File: src/rtl/ysyx_25020037_rd_xbar_pkg.sv
// Shared definitions for the LSU read crossbar: CLINT window defaults, response codes,
// FSM state encoding and the latched AR request record.
package ysyx_25020037_rd_xbar_pkg;

  localparam logic [31:0] CLINT_BASE_DEF = 32'h0200_0000;
  localparam logic [31:0] CLINT_SIZE_DEF = 32'h0001_0000;

  localparam logic [1:0] RESP_OKAY   = 2'b00;
  localparam logic [1:0] RESP_SLVERR = 2'b10;

  typedef enum logic [1:0] {
    ST_IDLE = 2'd0,
    ST_AR   = 2'd1,
    ST_DATA = 2'd2,
    ST_ERR  = 2'd3
  } rd_state_e;

  typedef struct packed {
    logic [31:0] addr;
    logic [3:0]  id;
    logic [7:0]  len;
    logic [2:0]  size;
    logic [1:0]  burst;
  } ar_req_t;

  // Unsigned wrap-around subtract: addresses below base become huge and miss.
  function automatic logic addr_in_window(input logic [31:0] addr,
                                          input logic [31:0] base,
                                          input logic [31:0] size);
    logic [31:0] w_off;
    w_off = addr - base;
    return (w_off < size);
  endfunction

endpackage

File: src/rtl/ysyx_25020037_rd_xbar_dec.sv
// Combinational address decoder: flags addresses inside the CLINT window.
// Kept separate so the write crossbar can reuse the same decode.
module ysyx_25020037_rd_dec
  import ysyx_25020037_rd_xbar_pkg::*;
#(
  parameter logic [31:0] CLINT_BASE = CLINT_BASE_DEF,
  parameter logic [31:0] CLINT_SIZE = CLINT_SIZE_DEF
) (
  input  logic [31:0] i_addr,
  output logic        o_hit_clint
);

  assign o_hit_clint = addr_in_window(i_addr, CLINT_BASE, CLINT_SIZE);

endmodule

File: src/rtl/ysyx_25020037_rd_xbar.sv
// AXI4 read router: LSU read port -> CLINT or SoC bus, one transaction in flight.
// Multi-beat CLINT reads are answered locally with a single SLVERR beat.
module ysyx_25020037_rd_xbar
  import ysyx_25020037_rd_xbar_pkg::*;
#(
  parameter logic [31:0] CLINT_BASE = CLINT_BASE_DEF,
  parameter logic [31:0] CLINT_SIZE = CLINT_SIZE_DEF
) (
  input  logic        clk,
  input  logic        rst_n,
  // upstream (LSU)
  input  logic        s_arvalid,
  output logic        s_arready,
  input  logic [31:0] s_araddr,
  input  logic [3:0]  s_arid,
  input  logic [7:0]  s_arlen,
  input  logic [2:0]  s_arsize,
  input  logic [1:0]  s_arburst,
  output logic        s_rvalid,
  input  logic        s_rready,
  output logic [31:0] s_rdata,
  output logic [1:0]  s_rresp,
  output logic [3:0]  s_rid,
  output logic        s_rlast,
  // CLINT
  output logic        clint_arvalid,
  input  logic        clint_arready,
  output logic [31:0] clint_araddr,
  output logic [3:0]  clint_arid,
  output logic [7:0]  clint_arlen,
  output logic [2:0]  clint_arsize,
  output logic [1:0]  clint_arburst,
  input  logic        clint_rvalid,
  output logic        clint_rready,
  input  logic [31:0] clint_rdata,
  input  logic [1:0]  clint_rresp,
  input  logic [3:0]  clint_rid,
  input  logic        clint_rlast,
  // SoC bus
  output logic        soc_arvalid,
  input  logic        soc_arready,
  output logic [31:0] soc_araddr,
  output logic [3:0]  soc_arid,
  output logic [7:0]  soc_arlen,
  output logic [2:0]  soc_arsize,
  output logic [1:0]  soc_arburst,
  input  logic        soc_rvalid,
  output logic        soc_rready,
  input  logic [31:0] soc_rdata,
  input  logic [1:0]  soc_rresp,
  input  logic [3:0]  soc_rid,
  input  logic        soc_rlast,
  // debug
  output logic [1:0]  dbg_state
);

  // Handshake rule on every channel: a transfer happens on the rising clk edge
  // where valid and ready are both high; valid never waits for ready, and the
  // payload is held stable while valid is high and ready is low.

  rd_state_e r_state;
  ar_req_t   r_req;
  logic      r_sel_clint;
  logic      r_s_arready;
  logic      r_clint_arvalid;
  logic      r_soc_arvalid;

  logic        w_hit_clint;
  logic        w_ar_accept;
  logic        w_sel_ar_hs;
  logic        w_s_rvalid;
  logic [31:0] w_s_rdata;
  logic [1:0]  w_s_rresp;
  logic [3:0]  w_s_rid;
  logic        w_s_rlast;
  logic        w_clint_rready;
  logic        w_soc_rready;

  ysyx_25020037_rd_dec #(
    .CLINT_BASE (CLINT_BASE),
    .CLINT_SIZE (CLINT_SIZE)
  ) u_dec (
    .i_addr      (s_araddr),
    .o_hit_clint (w_hit_clint)
  );

  assign w_ar_accept = s_arvalid & r_s_arready;
  assign w_sel_ar_hs = r_sel_clint ? (r_clint_arvalid & clint_arready)
                                   : (r_soc_arvalid & soc_arready);

  always_ff @(posedge clk or negedge rst_n) begin
    if (!rst_n) begin
      r_state         <= ST_IDLE;
      r_req           <= '0;
      r_sel_clint     <= 1'b0;
      r_s_arready     <= 1'b0;
      r_clint_arvalid <= 1'b0;
      r_soc_arvalid   <= 1'b0;
    end else begin
      case (r_state)
        ST_IDLE: begin
          if (w_ar_accept) begin
            r_req.addr  <= s_araddr;
            r_req.id    <= s_arid;
            r_req.len   <= s_arlen;
            r_req.size  <= s_arsize;
            r_req.burst <= s_arburst;
            r_sel_clint <= w_hit_clint;
            r_s_arready <= 1'b0;
            if (w_hit_clint && (s_arlen != 8'd0)) begin
              r_state <= ST_ERR;
            end else begin
              r_state         <= ST_AR;
              r_clint_arvalid <= w_hit_clint;
              r_soc_arvalid   <= ~w_hit_clint;
            end
          end else begin
            // Also covers the first cycle after reset release.
            r_s_arready <= 1'b1;
          end
        end
        ST_AR: begin
          if (w_sel_ar_hs) begin
            r_clint_arvalid <= 1'b0;
            r_soc_arvalid   <= 1'b0;
            r_state         <= ST_DATA;
          end
        end
        ST_DATA: begin
          if (w_s_rvalid && s_rready && w_s_rlast) begin
            r_state     <= ST_IDLE;
            r_s_arready <= 1'b1;
          end
        end
        ST_ERR: begin
          if (s_rready) begin
            r_state     <= ST_IDLE;
            r_s_arready <= 1'b1;
          end
        end
        default: begin
          r_state         <= ST_IDLE;
          r_s_arready     <= 1'b0;
          r_clint_arvalid <= 1'b0;
          r_soc_arvalid   <= 1'b0;
        end
      endcase
    end
  end

  // R path is combinational so no bubble is added; outside DATA/ERR it is all zero.
  always_comb begin
    w_s_rvalid     = 1'b0;
    w_s_rdata      = 32'd0;
    w_s_rresp      = RESP_OKAY;
    w_s_rid        = 4'd0;
    w_s_rlast      = 1'b0;
    w_clint_rready = 1'b0;
    w_soc_rready   = 1'b0;
    case (r_state)
      ST_DATA: begin
        if (r_sel_clint) begin
          w_s_rvalid     = clint_rvalid;
          w_s_rdata      = clint_rdata;
          w_s_rresp      = clint_rresp;
          w_s_rid        = clint_rid;
          w_s_rlast      = clint_rlast;
          w_clint_rready = s_rready;
        end else begin
          w_s_rvalid     = soc_rvalid;
          w_s_rdata      = soc_rdata;
          w_s_rresp      = soc_rresp;
          w_s_rid        = soc_rid;
          w_s_rlast      = soc_rlast;
          w_soc_rready   = s_rready;
        end
      end
      ST_ERR: begin
        w_s_rvalid = 1'b1;
        w_s_rresp  = RESP_SLVERR;
        w_s_rid    = r_req.id;
        w_s_rlast  = 1'b1;
      end
      default: begin
      end
    endcase
  end

  assign s_arready     = r_s_arready;
  assign s_rvalid      = w_s_rvalid;
  assign s_rdata       = w_s_rdata;
  assign s_rresp       = w_s_rresp;
  assign s_rid         = w_s_rid;
  assign s_rlast       = w_s_rlast;

  assign clint_arvalid = r_clint_arvalid;
  assign clint_araddr  = r_req.addr;
  assign clint_arid    = r_req.id;
  assign clint_arlen   = r_req.len;
  assign clint_arsize  = r_req.size;
  assign clint_arburst = r_req.burst;
  assign clint_rready  = w_clint_rready;

  assign soc_arvalid   = r_soc_arvalid;
  assign soc_araddr    = r_req.addr;
  assign soc_arid      = r_req.id;
  assign soc_arlen     = r_req.len;
  assign soc_arsize    = r_req.size;
  assign soc_arburst   = r_req.burst;
  assign soc_rready    = w_soc_rready;

  assign dbg_state     = r_state;

endmodule
File: config.mk
export PLATFORM = sky130hd
export DESIGN_NAME = ysyx_25020037_rd_xbar
export DESIGN_NICKNAME = d
export VERILOG_FILES = /design/src/rtl/ysyx_25020037_rd_xbar_pkg.sv /design/src/rtl/ysyx_25020037_rd_xbar_dec.sv /design/src/rtl/ysyx_25020037_rd_xbar.sv
export SDC_FILE = /design/constraint.sdc
export NUM_CORES = 1
export LEC_CHECK = 0
export ABC_AREA = 1
export CORE_AREA = 5 5 107 109
export DETAILED_ROUTE_END_ITERATION = 6
export DIE_AREA = 0 0 112 114
export GPL_TIMING_DRIVEN = 1
export PLACE_DENSITY_LB_ADDON = 0.08
export SYNTH_ARGS = -nofsm -noshare
export SYNTH_HDL_FRONTEND = slang
export SYNTH_SLANG_ARGS = --single-unit
File: constraint.sdc
create_clock -name clk -period 3.3 [get_ports clk]
set_input_delay 0.33 -clock clk [delete_from_list [all_inputs] [get_ports clk]]
set_output_delay 0.33 -clock clk [all_outputs]
set_load 0.005 [all_outputs]
# Yosys cells after proc, flatten, opt, wreduce, memory -nomap -nowiden
# Index checks and enable logic that the tools add are counted.
# word_totals
ff_bits	55
output_inout_bits	145
wordCells	67
in_bits	135
# classes
n_eq_ne	8
mux	32
bitwise_logic	4
reduce_logical	11
order_cmp	1
add_sub_neg	1
# ops
operator	n
32-bit two-way mux	2
32-bit by 17-bit < comparator with 1-bit output (second input constant)	1
32-bit by 26-bit subtractor with 32-bit output (second input constant)	1
1-bit two-way mux	15
2-bit two-way mux	6
2-bit != test (second input constant)	5
1-bit one-hot mux with 2 select lines	4
2-bit one-hot mux with 4 select lines	1
4-bit one-hot mux with 2 select lines	1
4-bit AND reduction	2
8-bit nonzero test	1
2-bit == test (second input constant)	2
4-bit two-way mux	1
2-bit one-hot mux with 2 select lines	1
1-bit bitwise AND	3
1-bit logical AND	3
1-bit one-hot mux with 3 select lines	1
3-bit AND reduction	1
3-bit nonzero test	1
2-bit by 1-bit == test with 1-bit output (second input constant)	1
2-bit logical NOT	1
2-bit AND reduction	1
2-bit nonzero test	1
1-bit NOT	1

# Logic depth before layout (Yosys ltp)
# depth
ltp_word	6
mapped_depth	10
ltp_nobuf	10

# Modules after synthesis
# A second synthesis with hierarchy kept.
# hier_totals
cells_unflattened	474
hier_area_um2	3301.9
# by_module_without_submodules
mod	instances	cells_each	area_per_inst_um2
ysyx_25020037_rd_xbar	1	456	3211.8
ysyx_25020037_rd_dec	1	18	90.1

# Worst setup path before layout
# OpenSTA, ideal clock, no wires.
# synth_timing
kind	register to output
start	reg r_state[0], in the netlist dbg_state[0]
end	out s_rid[1]
stages_incl_launch_ff	7
slack_ps	1845
required_time_ps	2970
arrival_ps	1125
cell_sequence	dfrtp_1 -> inv_2 -> buf_6 -> nand2_2 -> inv_1 -> o21ai_0 -> o21ai_0
# synth_via
elab_chain_len	2
word_cells_on_any_way	3
cone_classes	eq/ne (2); mux (1)
# synth_rtl
element	line	source
from (decl)	ysyx_25020037_rd_xbar.sv:61	rd_state_e r_state;
from (signal assigned)	ysyx_25020037_rd_xbar.sv:93	r_state <= ST_IDLE;
from (signal assigned)	ysyx_25020037_rd_xbar.sv:111	r_state <= ST_ERR;
from (signal assigned)	ysyx_25020037_rd_xbar.sv:113	r_state <= ST_AR;
2-bit == test	ysyx_25020037_rd_xbar.sv:160	case (r_state)
4-bit one-hot mux with 2 select lines *	ysyx_25020037_rd_xbar.sv:160	
to (decl)	ysyx_25020037_rd_xbar.sv:23	output logic [3:0] s_rid,
# Every way passes the cells marked *; elsewhere a longest branch is shown, timed or not.

# Worst setup path after layout
# layout_timing
start	reg r_state[0], in the netlist dbg_state[0]
end	out s_rid[2]
# The elaborated chain is that of the path after synthesis.

==> flow_metrics.env <==
export IMPL_status="finished, final reports clean"
export IMPL_dieArea_mm2=0.01277
export IMPL_cts_resized=0
export IMPL_synthToLayoutAreaGrowth_pct=75.23
export IMPL_final_layout_size_suffix_gt1_share_pct=4.467
export IMPL_final_util_pct=56.94
export IMPL_reg2reg_setup_slack_ns=1.39
export IMPL_worst_pin_slew_ns=0.7657
export IMPL_place_congestion=0.8566
export IMPL_routedWlPerCell_um=15.11
export IMPL_insertion_delay_ns=0.31
export IMPL_vias_per_cell=4.450
export IMPL_clock_power_share_pct=10.0
export IMPL_hpwl_mm=10.12
export IMPL_crit_arrival_ns=2.55
export IMPL_peakVddDrop_mv=0.4206
export IMPL_start_util_pct=32.50
export IMPL_antenna_found_initial=0
export IMPL_power_frac_seq_pct=28.0
export IMPL_startpoint_type="register"
export IMPL_switchingPower_w=0.001699
export IMPL_portBuffers=279
export IMPL_clkSinkCount=55
export IMPL_drt_pass1_iterations=5
export IMPL_cpLargestDelayFamily="buffers and inverters"
export IMPL_postRouteAntennaNets=0
export IMPL_clk_pin_slew_worst_paths_ns=0.11
export IMPL_fmax_ghz=0.3469
export IMPL_switching_share_pct=37.13
export IMPL_io_pins=280
export IMPL_synth_area_mm2=0.003415
export IMPL_finalNetCount=829
export IMPL_worstReg2RegEnd="clint_araddr[10]"
export IMPL_overflow=0
export IMPL_die_h_um=114
export IMPL_postCtsSetupBuffers=0
export IMPL_vias=3711
export IMPL_synth_distinct_cells=25
export IMPL_leakage_nw=2.670
export IMPL_setup_tns_final_ns=0
export IMPL_avgSynthCellArea_um2=7.188
export IMPL_reg2reg_depth=7
export IMPL_grt_pass1_wl_mm=19.17
export IMPL_period_minus_slack_ns=2.883
export IMPL_grt_pass1_vias=3650
export IMPL_hold_viol=0
export IMPL_slew_viol_final=0
export IMPL_core_mm2=0.01051
export IMPL_rr_startpoint="dbg_state[1]"
export IMPL_crit_chain="inv_2 -> nand2_2 -> inv_1 -> o21ai_0 -> o32ai_1 -> clkdlybuf4s50_1"
export IMPL_die_w_um=112
export IMPL_setup_ws_ns=0.4174
export IMPL_crit_type="register to primary output"
export IMPL_cts_path_max_buffers=2
export IMPL_drcViolationCount=0
export IMPL_wl_mm=12.60
export IMPL_rows=38
export IMPL_register_area_mm2=0.001376
export IMPL_setup_viol=0
export IMPL_fin_crit_sh_pct=87.35
export IMPL_skew_ns=0.008314
export IMPL_crit_slowest_cell="clkdlybuf4s50_1"
export IMPL_cts_tree="done"
export IMPL_antenna_cells=0
export IMPL_cp_end_kind="primary output"
export IMPL_maxCapViolCount=0
export IMPL_cp_num_buf_inv=3
export IMPL_htreeDepth=2
export IMPL_required_ns=2.97
export IMPL_yosysWarnings=0
export IMPL_p_int_w=0.002877
export IMPL_num_fill_cells=967
export IMPL_ys_seq_elements=55
export IMPL_root_buffer="clkbuf_8"
export IMPL_postCtsHoldBufs=0
export IMPL_track_usage_pct=18.55
export IMPL_grt_max_degree=48
export IMPL_cts_buffers=5
export IMPL_path_max_fanout=36
export IMPL_ys_seq_area_share_pct=40.31
export IMPL_pwr_share_comb_pct=62.0
export IMPL_rsz0062_at_grt="false"
export IMPL_p_total_w=0.004576
export IMPL_slew_headroom_pct=48.95
export IMPL_syn_num_nets=611
export IMPL_multi_input_area_mm2=0.001391
export IMPL_pre_cts_slack_ns=0.7216
export IMPL_cpPeakStageDelay_ns=0.59
export IMPL_powerDensity_mw_per_mm2=764.8
export IMPL_drt_initial_drc_count=175
export IMPL_syn_inst=475
export IMPL_hold_path_class="input port to async pin"
[power by group through the flow]
stage          logic, W  clock network, W  registers (W)
2_1_floorplan   0.00147                 0        0.00125
3_3_place_gp    0.00287                 0        0.00128
3_5_place_dp    0.00288                 0        0.00130
4_1_cts         0.00290          0.000476        0.00129
5_1_grt         0.00312          0.000501        0.00134
6_report        0.00284          0.000458        0.00128
[through the flow]
step	hold slack, ns	instance area [µm²]	instances
after floorplan	0.03441	3415	475
after global placement	0.4505	5868	826
after detailed placement	0.4434	5868	826
after CTS	0.09290	5983	834
after global routing	0.1267	5983	834
final	0.07514	5983	834
[Yosys cell counts (all sizes together)]
cell / n / share of area (%)
o32ai: 1 / 0.26
dfrtp: 55 / 40
o21ai: 23 / 3.4
nand3: 15 / 2.9
a31oi: 2 / 0.37
nand4: 2 / 0.37
o211ai: 1 / 0.37
nand2: 215 / 24
nor3: 2 / 0.29
ha: 1 / 0.37
buf: 67 / 15
a21oi: 37 / 5.5
inv: 26 / 2.9
nor2: 21 / 2.7
clkbuf: 6 / 0.66
o21a: 1 / 0.22
[how the worst max path moves through the flow]
| stage | start | end | slack [ns] | cells past startpoint |
|---|---|---|---|---|
| 2_1_floorplan | dbg_state[0] | s_rid[1] | 1.85 | 6 |
| 3_3_place_gp | dbg_state[0] | s_rid[2] | 0.75 | 6 |
| 3_5_place_dp | dbg_state[0] | s_rid[2] | 0.72 | 6 |
| 6_report | dbg_state[0] | s_rid[2] | 0.42 | 6 |
| 5_1_grt | dbg_state[0] | s_rid[2] | 0.11 | 6 |
| 4_1_cts | dbg_state[0] | s_rid[2] | 0.34 | 6 |
[state kept, by name (all words and copies together), names as in the netlist]
| signal | cells |
|---|---|
| clint_arvalid | 1 |
| clint_arid | 4 |
| soc_arvalid | 1 |
| clint_arlen | 8 |
| clint_arsize | 3 |
| dbg_state | 2 |
| r_sel_clint | 1 |
| clint_araddr | 32 |
| s_arready | 1 |
| clint_arburst | 2 |
[cell type report]
| type | count | share of cell area, % |
|---|---|---|
| Clock buffer | 5 | 1.150 |
| Sequential cell | 55 | 23.00 |
| Multi-Input combinational cell | 321 | 23.25 |
| Inverter | 26 | 1.673 |
| Tap cell | 140 | 2.928 |
| Timing Repair Buffer | 284 | 47.22 |
| Clock inverter | 3 | 0.7737 |
[cell families after synthesis]
logic type	after synthesis	share of synthesized area, %
compound gates	65	10.11
fa+ha+maj	1	0.3664
buf+inv	99	18.94
flops	55	40.31
simple gates	255	30.27
[layout by cell type, fill, tap and decap left out]
| cell | Yosys | final |
|---|---|---|
| dfrtp_1 | 55 | 55 |
| o211ai_2 | 1 | 1 |
| o21ai_0 | 8 | 8 |
| nor3_1 | 2 | 2 |
| inv_1 | 22 | 22 |
| o21a_1 | 1 | 1 |
| clkbuf_8 | 0 | 5 |
| buf_4 | 58 | 5 |
| a21oi_2 | 1 | 1 |
| a31oi_1 | 2 | 2 |
| ha_1 | 1 | 1 |
| o32ai_1 | 1 | 1 |
| a21oi_1 | 36 | 36 |
| nor2_4 | 2 | 2 |
| o21ai_1 | 15 | 15 |
| inv_6 | 0 | 1 |
| clkdlybuf4s50_1 | 0 | 278 |
| nand3_2 | 5 | 5 |
| inv_2 | 3 | 3 |
| nand2_2 | 4 | 4 |
| nor2_1 | 19 | 19 |
| clkinvlp_4 | 0 | 1 |
| nand4_1 | 2 | 2 |
| buf_2 | 2 | 1 |
| nand2_1 | 211 | 211 |
| bufinv_16 | 0 | 1 |
| inv_4 | 1 | 1 |
| nand3_1 | 10 | 10 |
[per-layer routing]
metal | vias to the layer above | GRT usage [%] | share of wire [%]
met3 | 10 | 5.782 | 8.4
li1 | 1864 | - | -
met5 | - | 0 | 0
met2 | 158 | 32.85 | 51
met1 | 1679 | 22.67 | 40
met4 | 0 | 3.045 | 1.1
No activity file was read; power rests on OpenSTA's default activity.
